--- src/rtl/sched_pkg.sv ---
// ---------------------------------------------------------------------------
// sched_pkg
// Shared definitions for the task scheduler slice: op-word opcodes, op field
// positions, the dispatcher FSM state type and a helper that packs op words.
// Ports: none (package).
// ---------------------------------------------------------------------------
package sched_pkg;

  // Opcodes carried in bits [7:4] of every op word on the shared bus
  localparam logic [3:0] OP_READY   = 4'h1;
  localparam logic [3:0] OP_SUSPEND = 4'h2;
  localparam logic [3:0] OP_WAIT    = 4'h3;
  localparam logic [3:0] OP_KILL    = 4'h4;
  localparam logic [3:0] OP_PRIO    = 4'h5;
  localparam logic [3:0] OP_EXEHIT  = 4'h6;
  localparam logic [3:0] OP_EXEC    = 4'h7;
  localparam logic [3:0] OP_FINISH  = 4'hF;

  // Op word layout: [15:12] zero, [11:8] task id, [7:4] opcode, [3:0] argument
  localparam int OP_ID_LSB   = 8;
  localparam int OP_CODE_LSB = 4;
  localparam int OP_ARG_LSB  = 0;
  localparam int OP_W        = 16;

  // Sorter word layout: [7:4] id, [3:0] priority; id 0 marks an empty slot
  localparam int SLOT_WORD_W = 8;

  typedef enum logic [2:0] {
    ST_IDLE,
    ST_SELECT,
    ST_DISPATCH,
    ST_RUN,
    ST_RETIRE
  } state_t;

  function automatic logic [OP_W-1:0] makeOp(input logic [3:0] id,
                                             input logic [3:0] code,
                                             input logic [3:0] arg);
    return {4'h0, id, code, arg};
  endfunction

endpackage

--- src/rtl/task_dispatcher_prio_select.sv ---
// ---------------------------------------------------------------------------
// prio_select
// Combinational finder for the highest-priority ready task slot. Ties are
// broken round-robin: the scan starts at last_slot+1 and wraps, so the slot
// served last time is picked again only when it alone holds the maximum.
// Ports:
//   task_words  in  packed sorter words, slot k at [8k+7:8k] = {id, prio}
//   last_slot   in  slot that received the previous dispatch
//   found       out at least one slot has a non-zero id
//   slot        out index of the winning slot
//   id          out id field of the winning slot
// ---------------------------------------------------------------------------
module prio_select
  import sched_pkg::*;
#(
  parameter int N_TASKS = 8,
  parameter int SLOT_W  = (N_TASKS > 1) ? $clog2(N_TASKS) : 1
) (
  input  logic [SLOT_WORD_W*N_TASKS-1:0] task_words,
  input  logic [SLOT_W-1:0]              last_slot,
  output logic                           found,
  output logic [SLOT_W-1:0]              slot,
  output logic [3:0]                     id
);

  localparam logic [SLOT_W:0] NUM_SLOTS = (SLOT_W+1)'(N_TASKS);

  logic [SLOT_WORD_W-1:0] w_words [N_TASKS];
  logic [SLOT_W:0]        w_sum;
  logic [SLOT_W-1:0]      w_idx;
  logic [SLOT_WORD_W-1:0] w_word;
  logic [3:0]             w_bestPrio;

  // Unpack the sorter bus so the scan can index slots directly
  for (genvar k = 0; k < N_TASKS; k++) begin : g_unpack
    assign w_words[k] = task_words[SLOT_WORD_W*k +: SLOT_WORD_W];
  end

  // Scan all slots in round-robin order; a later slot only replaces the
  // current best on a strictly higher priority, which yields the tie rule
  always_comb begin
    found      = 1'b0;
    slot       = '0;
    id         = '0;
    w_bestPrio = '0;
    w_sum      = '0;
    w_idx      = '0;
    w_word     = '0;
    for (int i = 1; i <= N_TASKS; i++) begin
      w_sum = {1'b0, last_slot} + (SLOT_W+1)'(i);
      if (w_sum >= NUM_SLOTS) begin
        w_sum = w_sum - NUM_SLOTS;
      end
      w_idx  = w_sum[SLOT_W-1:0];
      w_word = w_words[w_idx];
      if ((w_word[7:4] != 4'h0) && (!found || (w_word[3:0] > w_bestPrio))) begin
        found      = 1'b1;
        slot       = w_idx;
        id         = w_word[7:4];
        w_bestPrio = w_word[3:0];
      end
    end
  end

endmodule

--- src/rtl/task_dispatcher.sv ---
// ---------------------------------------------------------------------------
// task_dispatcher
// Scheduler above the per-task FSMs. Picks the highest-priority ready task,
// drives Execute to it, lets it run for one time slice and then drives
// Finish. The same registered op bus also carries host-issued ops whenever
// the scheduler is not emitting one of its own.
// Ports:
//   CLK, RST        clock, asynchronous active-high reset
//   en              scheduling enable; low blocks new dispatches only
//   task_words      packed {id, prio} sorter words, id 0 = not ready
//   host_op         host op word, taken when host_op_valid && host_op_ready
//   host_op_valid   host op request
//   host_op_ready   host may use the bus this cycle
//   out_op          registered op bus to all tasks (0 = no-op)
//   running_valid   a task currently holds the slice
//   running_id      id of the running task
//   dispatch_cnt    saturating count of Execute ops issued
// ---------------------------------------------------------------------------
module task_dispatcher
  import sched_pkg::*;
#(
  parameter int N_TASKS      = 8,
  parameter int SLICE_CYCLES = 1000,
  parameter int CNT_W        = 16
) (
  input  logic                           CLK,
  input  logic                           RST,
  input  logic                           en,
  input  logic [SLOT_WORD_W*N_TASKS-1:0] task_words,
  input  logic [OP_W-1:0]                host_op,
  input  logic                           host_op_valid,
  output logic                           host_op_ready,
  output logic [OP_W-1:0]                out_op,
  output logic                           running_valid,
  output logic [3:0]                     running_id,
  output logic [CNT_W-1:0]               dispatch_cnt
);

  localparam int SLOT_W  = (N_TASKS > 1) ? $clog2(N_TASKS) : 1;
  localparam int SLICE_W = $clog2(SLICE_CYCLES);
  localparam logic [SLICE_W-1:0] SLICE_LAST = SLICE_W'(SLICE_CYCLES - 1);
  localparam logic [CNT_W-1:0]   CNT_MAX    = '1;

  state_t             r_state;
  logic [SLOT_W-1:0]  r_lastSlot;
  logic [SLOT_W-1:0]  r_winSlot;
  logic [3:0]         r_winId;
  logic [SLICE_W-1:0] r_sliceCnt;

  logic              w_found;
  logic [SLOT_W-1:0] w_slot;
  logic [3:0]        w_id;
  logic [3:0]        w_ids [N_TASKS];
  logic              w_earlyExit;
  logic              w_hostAccept;

  prio_select #(
    .N_TASKS (N_TASKS),
    .SLOT_W  (SLOT_W)
  ) u_prio_select (
    .task_words (task_words),
    .last_slot  (r_lastSlot),
    .found      (w_found),
    .slot       (w_slot),
    .id         (w_id)
  );

  // Id field of every slot, used to watch the running task's slot
  for (genvar k = 0; k < N_TASKS; k++) begin : g_ids
    assign w_ids[k] = task_words[SLOT_WORD_W*k + 4 +: 4];
  end

  // The slice ends early when the winner's slot empties or is reused by a
  // different task, e.g. after a host Suspend/Wait/Kill aimed at it
  assign w_earlyExit = (w_ids[r_winSlot] != r_winId);

  // Scheduler ops own the bus in DISPATCH and RETIRE; the host is held off
  // there and while reset is asserted
  assign host_op_ready = !RST && ((r_state == ST_IDLE) ||
                                  (r_state == ST_SELECT) ||
                                  (r_state == ST_RUN));
  assign w_hostAccept  = host_op_valid && host_op_ready;

  // Dispatcher FSM with registered bus and status outputs. The bus defaults
  // to the accepted host op (or no-op); scheduler states override it.
  always_ff @(posedge CLK or posedge RST) begin
    if (RST) begin
      r_state       <= ST_IDLE;
      r_lastSlot    <= '0;
      r_winSlot     <= '0;
      r_winId       <= '0;
      r_sliceCnt    <= '0;
      out_op        <= '0;
      running_valid <= 1'b0;
      running_id    <= '0;
      dispatch_cnt  <= '0;
    end else begin
      out_op <= w_hostAccept ? host_op : '0;
      case (r_state)
        ST_IDLE: begin
          if (en && w_found) begin
            r_state <= ST_SELECT;
          end
        end
        ST_SELECT: begin
          if (w_found) begin
            r_winSlot <= w_slot;
            r_winId   <= w_id;
            r_state   <= ST_DISPATCH;
          end else begin
            r_state <= ST_IDLE;
          end
        end
        ST_DISPATCH: begin
          out_op        <= makeOp(r_winId, OP_EXEC, 4'h0);
          running_valid <= 1'b1;
          running_id    <= r_winId;
          if (dispatch_cnt != CNT_MAX) begin
            dispatch_cnt <= dispatch_cnt + CNT_W'(1);
          end
          r_lastSlot    <= r_winSlot;
          r_sliceCnt    <= '0;
          r_state       <= ST_RUN;
        end
        ST_RUN: begin
          if (w_earlyExit || (r_sliceCnt == SLICE_LAST)) begin
            r_state <= ST_RETIRE;
          end else begin
            r_sliceCnt <= r_sliceCnt + SLICE_W'(1);
          end
        end
        ST_RETIRE: begin
          out_op        <= makeOp(r_winId, OP_FINISH, 4'h0);
          running_valid <= 1'b0;
          r_state       <= ST_IDLE;
        end
        default: begin
          r_state <= ST_IDLE;
        end
      endcase
    end
  end

endmodule
--- config.mk ---
export PLATFORM = sky130hd
export DESIGN_NAME = task_dispatcher
export DESIGN_NICKNAME = d
export VERILOG_FILES = /design/src/rtl/sched_pkg.sv /design/src/rtl/task_dispatcher_prio_select.sv /design/src/rtl/task_dispatcher.sv
export SDC_FILE = /design/constraint.sdc
export NUM_CORES = 1
export LEC_CHECK = 0
export CORE_MARGIN = 1
export CORE_UTILIZATION = 25
export CTS_CLUSTER_SIZE = 40
export DETAILED_ROUTE_END_ITERATION = 12
export PLACE_DENSITY = 0.47
export RECOVER_POWER = 100
export SYNTH_ARGS = -nofsm -noshare
export SYNTH_HDL_FRONTEND = slang
export SYNTH_HIERARCHICAL = 1
export SYNTH_SLANG_ARGS = --single-unit
--- constraint.sdc ---
create_clock -name CLK -period 14.13 [get_ports CLK]
set_input_delay 3.5325 -clock CLK [delete_from_list [all_inputs] [get_ports CLK]]
set_output_delay 3.5325 -clock CLK [all_outputs]
set_load 0.1 [all_outputs]
[Word level (Yosys, flattened, before mapping)]
Cells that the tools add are included.
Word-level totals
  latch bits: 0
  input port bits: 84
  memory bits (read-only): 0
  register bits: 60
  memories: 0
  RAM bits: 0
Cells by class
  div/mod/pow operators: 0
  muxes and demuxes: 75
  shifts and indexed selects: 0
  reduce and logical (&&, ||, !) cells: 43
  $mul: 0
  bitwise gates (word level): 9
  magnitude comparators: 24
  eq/ne operators: 10
  add/subtract/negate cells: 18
Operator list (number)
  binary-select mux 8 bit (select 3 bit): 8
  two-way mux 8 bit: 16
  greater-or-equal comparator 4 bit, second input constant: 17
  two-way mux 4 bit: 17
  two-way mux 3 bit: 18
  inverter 3 -> 4 bit: 9
  one-hot mux 16 bit (2 select lines): 1
  nonzero test 4 bit: 8
  > comparator 4 bit: 7
  subtractor 3 x 1 -> 3 bit, second input constant: 8
  one-hot mux 10 bit (2 select lines): 1
  adder 16 x 1 -> 16 bit, second input constant: 1
  adder 3 x 3 -> 4 bit, second input constant: 4
  two-way mux 16 bit: 1
  != test 16 bit, second input constant: 1
  binary-select mux 4 bit (select 3 bit): 1
  one-hot mux 3 bit (4 select lines): 1
  adder 10 x 1 -> 10 bit, second input constant: 1
  equality test 10 bit, second input constant: 1
  logical AND 1 bit: 10
  logical OR 1 bit: 10
  two-way mux 10 bit: 1
  adder 3 x 2 -> 4 bit, second input constant: 2
  zero test 1 bit: 8
  other kinds (14): 27

[Logic depth before layout (Yosys ltp)]
  word-level depth: 40
  mapped depth: 82

[By module]
The synthesis kept the hierarchy.
By module, submodules not included
  prio_select: area each 4618.2 um^2, cells an instance 523, times used 1
  task_dispatcher: area each 2951.6 um^2, cells an instance 266, times used 1

[Worst setup path before layout]
OpenSTA, ideal clock, no wires.
  kind: input to register
  from: input port task_words[12]
  to: register r_winSlot[2]
  path slack: -1.634 ns
  stages: 71
  buffers on the path: 4
  arrival: 15.639 ns
  required time: 14.005 ns
  path through: nor3_1 -> a2111oi_0 -> or4_1 -> nor2_1 -> buf_4 -> a21oi_1 -> inv_1 -> ha_1 -> nor2b_1 -> o21bai_1 -> o2bb2ai_1 -> inv_1 -> o21ai_2 -> mux2i_1 -> ha_1 -> nor2b_1 -> o21a_1 -> o21a_1 -> [... 35 more ...] -> a21oi_1 -> a41o_1 -> o31ai_2 -> nand2_1 -> nor2_1 -> a21o_1 -> ha_1 -> nor2b_1 -> o21ai_0 -> nand2b_1 -> a21oi_1 -> a41o_1 -> o41ai_1 -> nand2b_1 -> clkbuf_1 -> nand2_1 -> o211a_1 -> mux2_2
RTL lines
  start, declared: line task_dispatcher.sv:29  | input logic [SLOT_WORD_W*N_TASKS-1:0] task_words,
  binary-select mux 8 bit (select 3 bit): line task_dispatcher_prio_select.sv:55  | w_word = w_words[w_idx];
  two-way mux 8 bit (implied by the code) (2 in series): line task_dispatcher_prio_select.sv:55
  nonzero test 4 bit: line task_dispatcher_prio_select.sv:56  | if ((w_word[7:4] != 4'h0) && (!found || (w_word[3:0] > w_bestPrio))) begin
  two-way mux 4 bit / two-way mux 1 bit (equally long branches): line task_dispatcher_prio_select.sv:56
  > comparator 4 bit / zero test 1 bit (equally long branches): line task_dispatcher_prio_select.sv:56
  logical OR 1 bit: line task_dispatcher_prio_select.sv:56
  logical AND 1 bit: line task_dispatcher_prio_select.sv:56
  two-way mux 4 bit / two-way mux 1 bit (equally long branches): line task_dispatcher_prio_select.sv:56
  [... 17 more ...]
  logical OR 1 bit: line task_dispatcher_prio_select.sv:56
  logical AND 1 bit: line task_dispatcher_prio_select.sv:56
  two-way mux 4 bit / two-way mux 1 bit (equally long branches): line task_dispatcher_prio_select.sv:56
  > comparator 4 bit / zero test 1 bit (equally long branches): line task_dispatcher_prio_select.sv:56
  logical OR 1 bit: line task_dispatcher_prio_select.sv:56
  logical AND 1 bit: line task_dispatcher_prio_select.sv:56
  two-way mux 3 bit (*): line task_dispatcher_prio_select.sv:56
  named net w_slot[2]: line task_dispatcher.sv:51  | logic [SLOT_W-1:0] w_slot;
  end signal, assigned: line task_dispatcher.sv:107  | r_winSlot <= w_slot;
  end, declared: line task_dispatcher.sv:46  | logic [SLOT_W-1:0] r_winSlot;
Mark *: on every way through the listed nets, which the timed path passes. The rest lies on a longest branch. The select of a mux whose other input is x is not followed.
A chain may end at the register's enable or synchronous reset.

[Worst setup path in the final report]
  from: input port task_words[48]
  to: register r_winSlot[2]
RTL lines (line)
  binary-select mux 8 bit (select 3 bit): task_dispatcher_prio_select.sv:55
  two-way mux 8 bit (implied by the code) (2 in series): task_dispatcher_prio_select.sv:55
  two-way mux 4 bit: task_dispatcher_prio_select.sv:56
  > comparator 4 bit: task_dispatcher_prio_select.sv:56
  logical OR 1 bit: task_dispatcher_prio_select.sv:56
  logical AND 1 bit: task_dispatcher_prio_select.sv:56
  two-way mux 4 bit / two-way mux 1 bit (equally long branches): task_dispatcher_prio_select.sv:56
  > comparator 4 bit / zero test 1 bit (equally long branches): task_dispatcher_prio_select.sv:56
  [... 16 more ...]
  logical OR 1 bit: task_dispatcher_prio_select.sv:56
  logical AND 1 bit: task_dispatcher_prio_select.sv:56
  two-way mux 4 bit / two-way mux 1 bit (equally long branches): task_dispatcher_prio_select.sv:56
  > comparator 4 bit / zero test 1 bit (equally long branches): task_dispatcher_prio_select.sv:56
  logical OR 1 bit: task_dispatcher_prio_select.sv:56
  logical AND 1 bit: task_dispatcher_prio_select.sv:56
  two-way mux 3 bit (*): task_dispatcher_prio_select.sv:56
  named net w_slot[2]: task_dispatcher.sv:51
Marked as above.

==> results.py <==
metrics = {
    "outcome": {
        "status": "finished, violations left",
        "violations": "max-capacitance violations, max-slew violations, negative setup slack",
    },
    "global_route": {
        "antenna_found_initial": 0,
        "grt_start_max_net_pins": 68,
        "grt_pass1_vias": 7327,
        "grt_usage": 0.169,
        "grt.overflow.total": 0,
        "grt_pass1_wl_um": 41300,
    },
    "worst_hold_path": {
        "hold_class": "reg -> reg",
        "min_from": "running_id[2]",
        "min_delay_path_depth": 2,
        "hold_end": "running_id[2]",
    },
    "routing": {
        "avgViaCountPerCell": 5.16,
        "wirelength_um": 26500,
        "drt_iter0_markers": 485,
        "highest_layer": "met4",
        "drc": 0,
        "via_count": 7346,
        "wl_met1_um": 12700,
        "wl_per_cell_um": 18.6,
        "final_antenna_net_count": 0,
        "dr_wl_met2_um": 12400,
        "wl_met3_um": 1040,
        "drt-pass1-iter-count": 6,
    },
    "cells_and_area": {
        "diodes": 0,
        "drive_above_1_share": 0.382,
        "area_delta_synth_final_pct": 44.3,
        "fin_util": 0.368,
        "fin_nets": 1146,
        "instances_no_fill": 1424,
        "final_cell_area_mm2": 0.0109,
    },
    "synth": {
        "syn_area_mm2": 0.00757,
        "synthTopCellsByCount": "nand2_1 (84), mux2i_1 (66), dfrtp_1 (60), mux4_2 (60), nor2_1 (54)",
        "ys_seq_area_frac": 0.198,
        "syn_nets": 905,
        "yosys.area.top_type": "dfrtp_1",
        "avgSynthCellArea_um2": 9.59,
        "syn_inst": 789,
        "synth.area.top_cells": "dfrtp_1 (20%), mux4_2 (18%), mux2i_1 (8.7%)",
        "yosysMostFrequentCell": "nand2_1",
        "synth_edf_count": 0,
        "yosysWarningCount": 6,
        "yosys_register_bits": 60,
        "yosys.area.top_type_share": 0.198,
        "dominantRegCellSynth": "dfrtp_1",
        "synthArstFlopShare": 1.00,
        "synth_cell_types": 81,
    },
    "sta": {
        "fin_crit_sh": 1.04,
        "period_minus_slack_ps": 14760,
        "hold_slack_ps": 467,
        "hold_viol": 0,
        "setup_viol": 7,
        "fmaxAchievable_mhz": 67.7,
        "relSlewSlack": -0.701,
        "slew_violations": 55,
        "rsz0062_at_grt": "yes",
        "fin_worst_skew_ps": 7.53,
        "worst_pin_slew_ps": 2550,
        "setup_ws_ps": -631,
    },
    "cts": {
        "cts_tree": "built",
        "cts_buffers": 9,
        "root_buffer": "clkbuf_16",
        "clock_latency_ps": 330,
        "clk_path_buf_depth": 2,
        "clock_sinks": 60,
        "cts_hold_buffers": 0,
        "h-tree-depth": 3,
        "cts.reportedPaths.clkPinSlew_ps": 50,
    },
    "worst_setup_path": {
        "cp_common_cell": "o21a_1",
        "startpoint": "task_words[48]",
        "reg2regPathDepth": 70,
        "r2r_start": "r_lastSlot[0]",
        "worst_path_largest_cell_delay_ps": 520,
        "path_max_fanout": 6,
        "rrSetupSlack_ps": 1320,
        "worstPathRequired_ps": 14340,
        "crit_path_top_delay_cell": "mux4_2",
        "startpoint_type": "input port",
        "critPathCaptureType": "register",
        "arrival_ps": 14970,
        "rr_endpoint": "r_winSlot[2]",
        "critPathKind": "in -> reg",
    },
    "floorplanning": {
        "core_mm2": 0.0297,
        "floorplan.die.width_um": 176,
        "rows": 63,
        "die_area_mm2": 0.0310,
        "fp.dieH_um": 176,
        "io_pins": 122,
        "start_util": 0.255,
    },
    "placed_design": {
        "post-dp-hpwl_um": 20200,
        "placed_area_mm2": 0.0100,
        "place.gp.congestion": 0.925,
        "dp.cells": 1374,
        "io_buffers": 121,
    },
    "job": {
        "maxCapViolCount": 2,
    },
}
==> stage by stage <==
step | setup slack (ps) | setup TNS [ps]
after floorplan | -648 | -3920
final | -631 | -3850
after global placement | -1210 | -8100
after detailed placement | -1570 | -10390
after global routing | -1190 | -7740
after CTS | -544 | -3200
==> layer usage <==
metal,track usage,vias up
met2,0.277,186
li1,-,3528
met3,0.0200,23
met1,0.240,3609
met5,0,-
met4,0.0326,0
==> layout by cell type, fill, tap and decap left out, drive strengths merged, types with 21 or more instances in the layout <==
master	instances
buf	176
nand2	85
mux2i	66
mux4	62
dfrtp	60
nor2	56
clkdlybuf4s50	47
dlygate4sd3	39
mux2	36
a21oi	35
ha	32
nor3	25
clkbuf	24
inv	23
o21ai	21
==> worst max-delay path, delay by kind of cell <==
kind	cells	cell delay (ps)
fa+ha+maj	7	1950
compound gates	31	4590
buf+inv	3	680
mux	5	1680
simple gates	20	2490
==> worst max-delay path by stage <==
stage | endpoint | cells after the start
floorplan | r_winSlot[2] | 72
global placement | r_winId[2] | 69
detailed placement | r_winId[1] | 69
CTS | r_winSlot[2] | 70
global route | r_winSlot[2] | 70
finish | r_winSlot[2] | 66
==> sequential cells by signal, indices dropped and copies added (netlist names) <==
signal / flops
dispatch_cnt: 16
out_op: 16
r_sliceCnt: 10
r_winId: 4
running_id: 4
r_lastSlot: 3
r_state: 3
r_winSlot: 3
running_valid: 1
==> repair_timing <==
action | in CTS | in global routing
resized for setup | 135 | 92
setup endpoints to repair | 7 | 7
gates cloned | 0 | 1
endpoints found under the hold margin | 0 | 0
pin swaps | 48 | 59
setup buffers | 27 | 8
==> cell type report <==
| cell class | instances | area (um^2) |
|---|---|---|
| fillers | 2974 | 18800 |
| multi-input cells | 653 | 6210 |
| repair buffers | 283 | 2330 |
| flip-flops and latches | 60 | 1510 |
| well taps | 390 | 488 |
| clock buffers | 11 | 253 |
| inverters | 23 | 86.3 |
| clock inverters | 4 | 48.8 |
==> kinds of logic after synthesis <==
| group | share of synthesized area |
|---|---|
| flops | 0.198 |
| simple gates | 0.180 |
| buf+inv | 0.0564 |
| xor+xnor | 0.0251 |
| mux | 0.327 |
| compound gates | 0.160 |
| fa+ha+maj | 0.0529 |
Power is left out: the tool's default activity adds up to more than one toggle a clock period on the data nets, which glitch-free logic cannot reach.
==> RTL change, RTL diff (same flow settings) <==
Make the reset (`RST`) synchronous in one clocked block. Comments in the files are not updated.
--- a/src/rtl/task_dispatcher.sv
+++ b/src/rtl/task_dispatcher.sv
@@ -83,7 +83,7 @@
 
   // Dispatcher FSM with registered bus and status outputs. The bus defaults
   // to the accepted host op (or no-op); scheduler states override it.
-  always_ff @(posedge CLK or posedge RST) begin
+  always_ff @(posedge CLK) begin
     if (RST) begin
       r_state       <= ST_IDLE;
       r_lastSlot    <= '0;
Check against the original RTL: differs if RST is asserted again (counterexample within 4 cycles, from zero or initial values and one cycle with RST high); with RST held inactive, the same outputs for 4 cycles.
==> RTL change against the unedited design <==
The run ends with negative setup slack left. Critical path depth increased by 8. Design area down 0.42%. Critical path type unchanged. Largest cell class unchanged. Sequential cell count unchanged. Wire length grew 0.28%. Highest routed layer unchanged. Sequential share of layout area is 2.7 points lower. Non-clock buffer count is 19 higher. Maximum frequency up 1.2%. Synthesized area fell by 1.7%. Via count grew 3.6%. First-iteration DRC count rose by 4.5%. Worst setup slack gained 0.17 ns.
Power is left out: it rests on default switching activity, and per cell area and clock period it moved more than threefold.
==> RTL change: results (changes against the unedited design) <==
[placement]
dp_hpwl_mm = 19.8  ; -1.8%
globalplace.congestion = 0.860  ; -7.1%
dp_cells = 1395  ; +1.5%
place_ws_ns = -1.32  ; +0.248 ns
place_area_sq_mm = 0.00978  ; -2.1%

[timing]
fin_tns_setup_ns = -2.58  ; +1.28 ns
worst_pin_slew_ns = 1.16  ; -1.39 ns
finClkSkew_ns = 0.00409  ; -0.00345 ns
whs_ns = 0.457  ; -0.00984 ns
setup_ws_ns = -0.460  ; +0.171 ns
setup_viol = 7  ; unchanged

[routing]
first_pass_iters = 5  ; -1
wl_met1_mm = 12.6  ; -0.99%
routed_wl_mm = 26.5  ; +0.28%
wl_met3_mm = 1.29  ; +24%
wl_met2_mm = 12.4  ; -0.38%
drt_iter0_drc = 507  ; +4.5%
vias_per_cell = 5.19  ; +0.61%

[global_routing]
grt_use_total = 0.172  ; +0.00252
first_global_vias = 7418  ; +1.2%
grt_max_degree = 49  ; -28%
grt_first_pass_wirelength_mm = 41.5  ; +0.47%
use_met2 = 0.279  ; +0.00204
gr-usage-met1 = 0.242  ; +0.00210

[min_path]
hold_class = flip-flop to flip-flop

[setup_path]
crit_slowest_cell = or4_4
r2r_slack_ns = 0.88  ; -0.44 ns
crit_family = compound AO/OA/AOI/OAI gates
cp_max_fo = 5  ; -1
cpPeakStageDelay_ns = 0.59  ; +0.07 ns
crit_arrival_ns = 14.76  ; -0.21 ns

[synthesis]
synth_top_flop_cell = dfxtp_1
syn_avg_cell_area_sq_um = 9.05  ; -5.7%
synth_nets = 938  ; +3.6%
async_flop_share = 0  ; -1.00
ys_top_cells_by_area = mux4_2 18%, dfxtp_1 16%, mux2i_1 9.8%, ha_1 5.4%, nor2_1 4.2%
ys_seq_area_frac = 0.161  ; -0.0369
synth_common_cells = 83 x nor2_1, 73 x mux2i_1, 64 x nand2_1
synthDistinctLibCells = 85  ; +4.9%

[finish]
buffer_area_frac = 0.229  ; +0.0156
drive_above_1_share = 0.380  ; -0.00216
multi_input_area_share = 0.581  ; +0.0125
layout.filler_cells = 2966  ; -0.27%
final_area_sq_mm = 0.0109  ; -0.42%
clock_buffers = 10  ; -1
seq_share = 0.111  ; -0.0269
final-clk-cell-share = 0.0268  ; -0.000803
num-multi-input-gates = 682  ; +4.4%
fin_nets = 1194  ; +4.2%
seq_cells = 60  ; unchanged
nonClockBufferCount = 302  ; +6.7%
stdcell_count = 1466  ; +2.9%

[clock_tree]
cts_setup_buffers = 49  ; +81%
cts-resized-gates = 175  ; +30%

[floorplan]
placementRows = 62  ; -1.6%

[status]
status = complete, but fails checks
violations = negative setup slack

-- RTL change: changes by cell type after synthesis, moves of 7 or more --
cell     change
a21oi_1     +11
dfxtp_1     +60
dfrtp_1     -60
o21ai_0      +9
nor2_1      +29
nand3_1      +9
mux2i_1      +7
mux2_2       -7
xnor2_1      -7
nand2_1     -20
-- RTL change: worst paths after layout --
kind / start / end / depth (start not counted)
hold / removal: running_id[3] / running_id[3] / 2
setup reg to reg: r_lastSlot[0] / r_winSlot[2] / 75
setup / recovery: task_words[55] / r_winSlot[2] / 74
hold reg to reg: running_id[3] / running_id[3] / 2
-- RTL change: logic make-up (layout without fill, tap and decap cells) --
family          count (synthesis)  after routing  share of synthesized area
mux                           164            164                      0.334
simple gates                  291            291                      0.199
compound gates                176            176                      0.164
xor+xnor                       19             19                     0.0244
flops                          60             60                      0.161
fa+ha+maj                      32             32                     0.0538
buf+inv                        80            340                     0.0641
